**src/rtl/pwm_pkg.sv**
```systemverilog
`default_nettype none
// ============================================================================
//  Module      : pwm_pkg
//  Description : Shared types and constants for the PWM capture block.
//  Revision    : 1.0 - initial release
// ============================================================================
package pwm_pkg;

    typedef enum logic [1:0] {
        IDLE = 2'd0,
        HIGH = 2'd1,
        LOW  = 2'd2
    } pwm_state_t;

    localparam int PWM_NOM_PERIOD = 256;
    localparam int DEGLITCH_LEN   = 3;

endpackage
`default_nettype wire

```
**src/rtl/pwm_sync_edge.sv**
```systemverilog
`default_nettype none
// ============================================================================
//  Module      : pwm_sync_edge
//  Description : PWM line synchronizer with optional deglitch filter
//                (PWM_DEGLITCH_EN) and rise/fall pulse generation.
//  Revision    : 1.0 - initial release
// ============================================================================
module pwm_sync_edge
    import pwm_pkg::*;
#(
    parameter int SYNC_STAGES = 2
) (
    input  logic clk,
    input  logic rst,
    input  logic i_pwm,
    output logic o_level,
    output logic o_rise,
    output logic o_fall
);

    logic [SYNC_STAGES-1:0] r_sync;
    logic                   w_sync;
    logic                   w_level;
    logic                   r_level_d;

    always_ff @(posedge clk or posedge rst) begin
        if (rst) begin
            r_sync <= '0;
        end else begin
            r_sync <= {r_sync[SYNC_STAGES-2:0], i_pwm};
        end
    end

    assign w_sync = r_sync[SYNC_STAGES-1];

`ifdef PWM_DEGLITCH_EN
    // Level follows the line only once the window is unanimous; r_level_d holds it otherwise.
    logic [DEGLITCH_LEN-2:0] r_hist;
    logic [DEGLITCH_LEN-1:0] w_window;

    assign w_window = {r_hist, w_sync};
    assign w_level  = (&w_window) ? 1'b1 : ((|w_window) ? r_level_d : 1'b0);

    always_ff @(posedge clk or posedge rst) begin
        if (rst) begin
            r_hist <= '0;
        end else begin
            r_hist <= w_window[DEGLITCH_LEN-2:0];
        end
    end
`else
    assign w_level = w_sync;
`endif

    always_ff @(posedge clk or posedge rst) begin
        if (rst) begin
            r_level_d <= 1'b0;
        end else begin
            r_level_d <= w_level;
        end
    end

    assign o_level = w_level;
    assign o_rise  = w_level & ~r_level_d;
    assign o_fall  = ~w_level & r_level_d;

endmodule
`default_nettype wire

```
**src/rtl/pwm_capture.sv**
```systemverilog
`default_nettype none
// ============================================================================
//  Module      : pwm_capture
//  Description : Measures high time and period of an external PWM line and
//                recovers the duty code; flags stuck lines. Optional input
//                deglitch filter enabled by defining PWM_DEGLITCH_EN.
//  Revision    : 1.0 - initial release
// ============================================================================
module pwm_capture
    import pwm_pkg::*;
#(
    parameter int DUTY_W      = 8,
    parameter int CNT_W       = 10,
    parameter int SYNC_STAGES = 2,
    parameter int TIMEOUT     = 512
) (
    input  logic              clk,
    input  logic              rst,
    input  logic              pwm_in,
    output logic [DUTY_W-1:0] duty,
    output logic              duty_vld,
    output logic [CNT_W-1:0]  period,
    output logic              period_err,
    output logic              stuck_hi,
    output logic              stuck_lo
);

    localparam logic [CNT_W-1:0] c_cnt_max    = '1;
    localparam logic [CNT_W-1:0] c_cnt_one    = CNT_W'(1);
    localparam logic [CNT_W-1:0] c_nom_period = CNT_W'(2**DUTY_W);
    localparam logic [CNT_W-1:0] c_duty_max   = CNT_W'(2**DUTY_W - 1);
    localparam logic [CNT_W-1:0] c_timeout    = CNT_W'(TIMEOUT);

    logic              w_s;
    logic              w_rise;
    logic              w_fall;
    logic              w_edge;
    logic              w_timeout;
    logic [CNT_W-1:0]  w_high_m1;
    logic [DUTY_W-1:0] w_duty_sat;

    pwm_state_t        r_state;
    logic [CNT_W-1:0]  r_high_cnt;
    logic [CNT_W-1:0]  r_per_cnt;
    logic [CNT_W-1:0]  r_idle_cnt;

    pwm_sync_edge #(
        .SYNC_STAGES (SYNC_STAGES)
    ) u_sync_edge (
        .clk     (clk),
        .rst     (rst),
        .i_pwm   (pwm_in),
        .o_level (w_s),
        .o_rise  (w_rise),
        .o_fall  (w_fall)
    );

    assign w_edge     = w_rise | w_fall;
    // Qualified by the flags so a saturated idle counter cannot re-trigger.
    assign w_timeout  = (r_idle_cnt == c_timeout) && !stuck_hi && !stuck_lo;
    assign w_high_m1  = r_high_cnt - c_cnt_one;
    assign w_duty_sat = (w_high_m1 > c_duty_max) ? '1 : w_high_m1[DUTY_W-1:0];

    always_ff @(posedge clk or posedge rst) begin
        if (rst) begin
            r_state    <= IDLE;
            r_high_cnt <= '0;
            r_per_cnt  <= '0;
            r_idle_cnt <= '0;
            duty       <= '0;
            duty_vld   <= 1'b0;
            period     <= '0;
            period_err <= 1'b0;
            stuck_hi   <= 1'b0;
            stuck_lo   <= 1'b0;
        end else begin
            duty_vld <= 1'b0;

            if (w_edge) begin
                r_idle_cnt <= '0;
            end else if (r_idle_cnt != c_cnt_max) begin
                r_idle_cnt <= r_idle_cnt + c_cnt_one;
            end

            if (w_rise) begin
                r_per_cnt <= c_cnt_one;
            end else if (r_per_cnt != c_cnt_max) begin
                r_per_cnt <= r_per_cnt + c_cnt_one;
            end

            if (w_rise) begin
                r_high_cnt <= c_cnt_one;
            end else if (r_state == HIGH && !w_fall && r_high_cnt != c_cnt_max) begin
                r_high_cnt <= r_high_cnt + c_cnt_one;
            end

            if (w_edge) begin
                stuck_hi <= 1'b0;
                stuck_lo <= 1'b0;
            end else if (w_timeout) begin
                if (w_s) begin
                    stuck_hi <= 1'b1;
                    duty     <= '1;
                    duty_vld <= 1'b1;
                end else begin
                    stuck_lo <= 1'b1;
                end
            end

            case (r_state)
                IDLE: begin
                    if (w_rise) begin
                        r_state <= HIGH;
                    end else if (w_fall) begin
                        r_state <= LOW;
                    end
                end
                HIGH: begin
                    if (w_fall) begin
                        r_state <= LOW;
                    end
                end
                LOW: begin
                    if (w_rise) begin
                        r_state <= HIGH;
                        // A rise that ends a stuck-low interval closes no valid period.
                        if (!stuck_lo) begin
                            period     <= r_per_cnt;
                            duty       <= w_duty_sat;
                            period_err <= (r_per_cnt != c_nom_period);
                            duty_vld   <= 1'b1;
                        end
                    end
                end
                default: r_state <= IDLE;
            endcase
        end
    end

endmodule
`default_nettype wire

```
**config.mk**
```make
export PLATFORM = sky130hd
export DESIGN_NAME = pwm_capture
export DESIGN_NICKNAME = d
export VERILOG_FILES = /design/src/rtl/pwm_pkg.sv /design/src/rtl/pwm_sync_edge.sv /design/src/rtl/pwm_capture.sv
export SDC_FILE = /design/constraint.sdc
export NUM_CORES = 1
export LEC_CHECK = 0
export BUFFER_PORTS_ARGS = -buffer_cell sky130_fd_sc_hd__buf_4
export CORE_UTILIZATION = 30
export CTS_CLUSTER_SIZE = 14
export DETAILED_ROUTE_END_ITERATION = 7
export PLACE_DENSITY = 0.5
export REMOVE_ABC_BUFFERS = 1
export SLEW_MARGIN = 30
export SYNTH_ARGS = -nofsm -noshare
export SYNTH_HDL_FRONTEND = slang
export SYNTH_SLANG_ARGS = --single-unit
```
**constraint.sdc**
```tcl
create_clock -name clk -period 1.85 [get_ports clk]
set_input_delay 0.4625 -clock clk [delete_from_list [all_inputs] [get_ports clk]]
set_output_delay 0.4625 -clock clk [all_outputs]
set_load 0.1 [all_outputs]
```
==> summary.md <==
| Metric | Value |
|---|---|
| PD cells | `~1400 nW/µm²` |
| Logic pwr share | `40.6%` |
| Clock network power share | `a little over a quarter` |
| Peak VDD IR | `just over 500 µV` |
| Vias in the first global route | `~2100` |
| Switching power total | `approximately 0.0022 W` |
| 1st-iter DRT viols | `between 90 and 100` |
| Core Region | `slightly above 9000 µm²` |
| Port bufs | `24` |
| Slew Viols, Final | `0` |
| I/O Pins | `25` |
| CP max FO | `4` |
| P&R area growth vs syn | `27.5%` |
| Row Count | `35` |
| Final min period | `1.87 ns` |
| Slew headroom | `65.9%` |
| CP Buf/Inv Count | `0` |
| Total die area | `9950 µm²` |
| Crit path largest cell delay | `~0.42 ns` |
| Violated checks | `negative setup slack` |
| Avg Cell Area, Syn | `approximately 10 µm²` |
| Crit. End Element | `flop` |
| CP top delay family | `simple AND/OR/NAND/NOR gates` |
| Warnings from Yosys | `0` |
| Drt drc | `0` |
| Sequential share of the synthesized area | `about 50%` |
| Mapped cell area | `between 2000 and 3000 µm²` |
| DR vias | `approximately 2200` |
| CP max stage cell | `dfrtp_1` |
| Initial antenna violation count | `0` |
| Worst-margin pin slew | `~0.5 ns` |
| Clock skew | `around 0.012 ns` |
| Inserted Clock Buffers | `9` |
| Total GRT Usage | `13.3%` |
| Max-Cap Viols | `0` |
| Final wirelength | `a little over 6000 µm` |
| Worst endpoint required time | `2.11 ns` |
| TNS Setup | `-0.0331 ns` |
| Period utilisation layout | `101%` |
| Setup violators final | `2` |
| DRT antenna net count | `0` |
| FMAX | `~0.53 GHz` |
| Worst Hold Class | `in -> async` |
| CTS Sinks | `between 50 and 60` |
| Worst EP arrival | `2.13 ns` |
| Clock tree buffer depth | `2` |
| Share of cells above drive strength 1 | `30.0%` |
| Syn Inst Count | `~280` |
| First-pass GRT wire length | `roughly 10000 µm` |
| Placed Area | `3350 µm²` |
| Die Span Y | `99.8 µm` |
| Design area | `~3700 µm²` |
| GP Congestion | `just under 0.8` |
| TritonRoute pass-1 iters | `4` |
| RSZ-0062 raised after global routing | `true` |
| Layout net count | `between 300 and 400` |
| H-tree levels | `3` |
| CTS tree | `built` |
| Die X | `99.8 µm` |
| Gr ovfl total | `0` |
| Root Driver | `clkbuf_8` |
| Net Sw Frac | `42.5%` |
| CTS Hold Bufs | `0` |
| Critical Path Stages | `5` |
| Sequential power share | `between 30% and 40%` |
| Status | `finished, violations left` |
| Int Pwr | `0.00301 W` |
| Startpoint type of the worst setup path | `flop` |
| Pleak | `between 1.5 and 2 nW` |
| Hold Fails Final Rpt | `0` |
| Worst-path cell chain | `ha_4 > or3b_4 > or2_4 > or4_4 > a21oi_2` |
| Synth unique cells | `43` |
| Clock transition at path regs | `approximately 0.070 ns` |
| #FFs+latches synth | `57` |
| R2R depth | `5` |
| Diodes inserted | `0` |
| DP HPWL | `approximately 4200 µm` |
| Avg Vias per Cell | `4.86` |
| Largest net degree at the start of global routing | `32` |
| Worst setup margin | `-0.0212 ns` |
| Clock latency on the worst-skew pair | `0.34 ns` |
| Initial Utilization | `between 30% and 40%` |
| WL/cell | `13.2 µm` |
| WS Path Type | `reg -> reg` |
## cell usage in the layout (no fill, tap or decap), types with 2 or more instances in the layout
cell type   instances
buf_4              51
nand2_1            13
nor3_1              8
nand3_1            11
a21oi_1            13
o21ai_0            10
and2_1              2
nor4_1              6
nor4b_1             2
nand4_1             4
mux2i_1             7
bufinv_16           3
clkinvlp_4          2
inv_1              10
a2bb2oi_1           9
a211oi_1            2
and4_1              3
nor3b_1             2
nand2b_1            5
or3_1               4
clkbuf_8            9
ha_1                8
or3b_4              2
mux2_2             11
xnor2_1            11
and3_1              3
o31ai_1             3
nor3b_2             2
or4_1               4
a31oi_1             8
nor3_2              2
dfrtp_1            56
nor2_1             19
inv_2               4
## synthesized netlist by cell type
library cell  number  area, µm²
nand4_1            4       25.0
nand4bb_1          1       11.3
inv_1             14       52.6
a31o_2             1       8.76
and4bb_2           1       12.5
and3_1             3       18.8
nand2b_1           5       31.3
nor3b_1            4       30.0
and2_1             2       12.5
or3_1              4       25.0
nor4b_1            2       17.5
or3b_2             1       8.76
and4_1             3       26.3
mux2i_1            7       70.1
buf_2              5       25.0
a41oi_1            1       8.76
nand3_1           11       55.1
ha_1              10        125
a21oi_1           14       70.1
nor3_2             1       10.0
o31ai_1            4       30.0
buf_1              1       3.75
o21bai_1           1       7.51
xnor2_1           11       96.3
a211oi_1           2       15.0
nor2b_1            1       6.26
o31a_1             1       8.76
dfrtp_1           57       1430
xor2_1             1       8.76
a211o_1            1       8.76
nor3_1             9       45.0
or4_1              5       37.5
clkbuf_1           9       33.8
or2_4              1       8.76
o21ai_0           10       50.1
a31oi_1            8       50.1
mux2_2            11        124
nor4_1             7       43.8
a2bb2oi_1          9       78.8
or3b_4             1       11.3
nand2_1           13       48.8
o2bb2ai_1          1       8.76
nor2_1            19       71.3
## metrics by stage
step / std cells / worst slack (ns) / utilization, % / hold WS [ns] / power [W]
detailed placement: 442 / -0.0572 / 36.2 / 0.338 / 0.00380
global placement: 442 / -0.0457 / 36.2 / 0.339 / 0.00378
floorplan: 262 / -0.283 / - / 0.331 / 0.00327
CTS: 458 / -0.00809 / 39.1 / 0.200 / 0.00527
finish: 459 / -0.0212 / 39.6 / 0.194 / 0.00524
global route: 459 / -0.0585 / 39.6 / 0.221 / 0.00550
## worst register-to-register path: cells and delay by family (launching register included)
kind	cells	cell delay [ns]
and+or+nand+nor	3	1.08
AOI/OAI and AO/OA	1	0.13
adders and majority gates	1	0.18
DFF	1	0.42
## final cells by class
| type | count | area [µm²] |
|---|---|---|
| clock buffer | 9 | 124 |
| clock inverter | 7 | 119 |
| inverter | 14 | 52.6 |
| fill | 899 | 5580 |
| multi-input combinational | 191 | 1380 |
| timing repair buffer | 52 | 394 |
| sequential | 57 | 1430 |
| tap | 129 | 161 |
## flip-flops by register name, summed over array words and instances (netlist names), 2 cells and up
register,cells
period,10
r_high_cnt,10
r_idle_cnt,10
r_per_cnt,10
duty,8
r_state,2
u_sync_edge.r_sync,2
## repair_timing
action	4_1_cts	5_1_grt
pin swaps	3	3
gates resized for setup	4	12
endpoints found under the setup margin	2	24
buffers inserted	0	1
## path summary, 6_finish.rpt
| path | from | to | slack, ns |
|---|---|---|---|
| max reg2reg | u_sync_edge.r_level_d | r_high_cnt[5] | -0.02 |
| min in group clk | pwm_in | u_sync_edge.r_sync[0] | 0.24 |
| min | rst | r_idle_cnt[5] | 0.19 |
| max in group asynchronous | rst | r_per_cnt[3] | 1.33 |
| max | u_sync_edge.r_level_d | r_high_cnt[5] | -0.02 |
| min reg2reg | u_sync_edge.r_sync[0] | u_sync_edge.r_sync[1] | 0.37 |
## power by group through the flow
stage                     registers, W  clock network, W  logic [W]
final                          0.00168           0.00143    0.00213
after global routing           0.00171           0.00153    0.00225
after CTS                      0.00168           0.00148    0.00211
after detailed placement       0.00170                 0    0.00210
after global placement         0.00170                 0    0.00209
after floorplan                0.00270                 0   0.000567
## logic make-up (layout without fill, tap and decap cells)
family / count (synthesis) / in the layout / synth area share (%)
xor gates and xnor gates: 12 / 12 / 3.66
and+or+nand+nor: 98 / 98 / 19.4
adders and majority gates: 10 / 10 / 4.36
muxes: 18 / 18 / 6.76
AOI/OAI and AO/OA: 53 / 53 / 12.0
buffers and inverters: 29 / 82 / 4.01
DFF: 57 / 57 / 49.7
## layer usage
layer / up-vias / wire [µm] / track usage (%)
met2: 37 / 2760 / 19.6
met1: 1094 / 3000 / 18.3
met4: 0 / 74 / 6.79
met3: 5 / 219 / 2.79
met5: - / 0 / 0
li1: 1096 / - / -
Power figures use the tool's default switching activity.
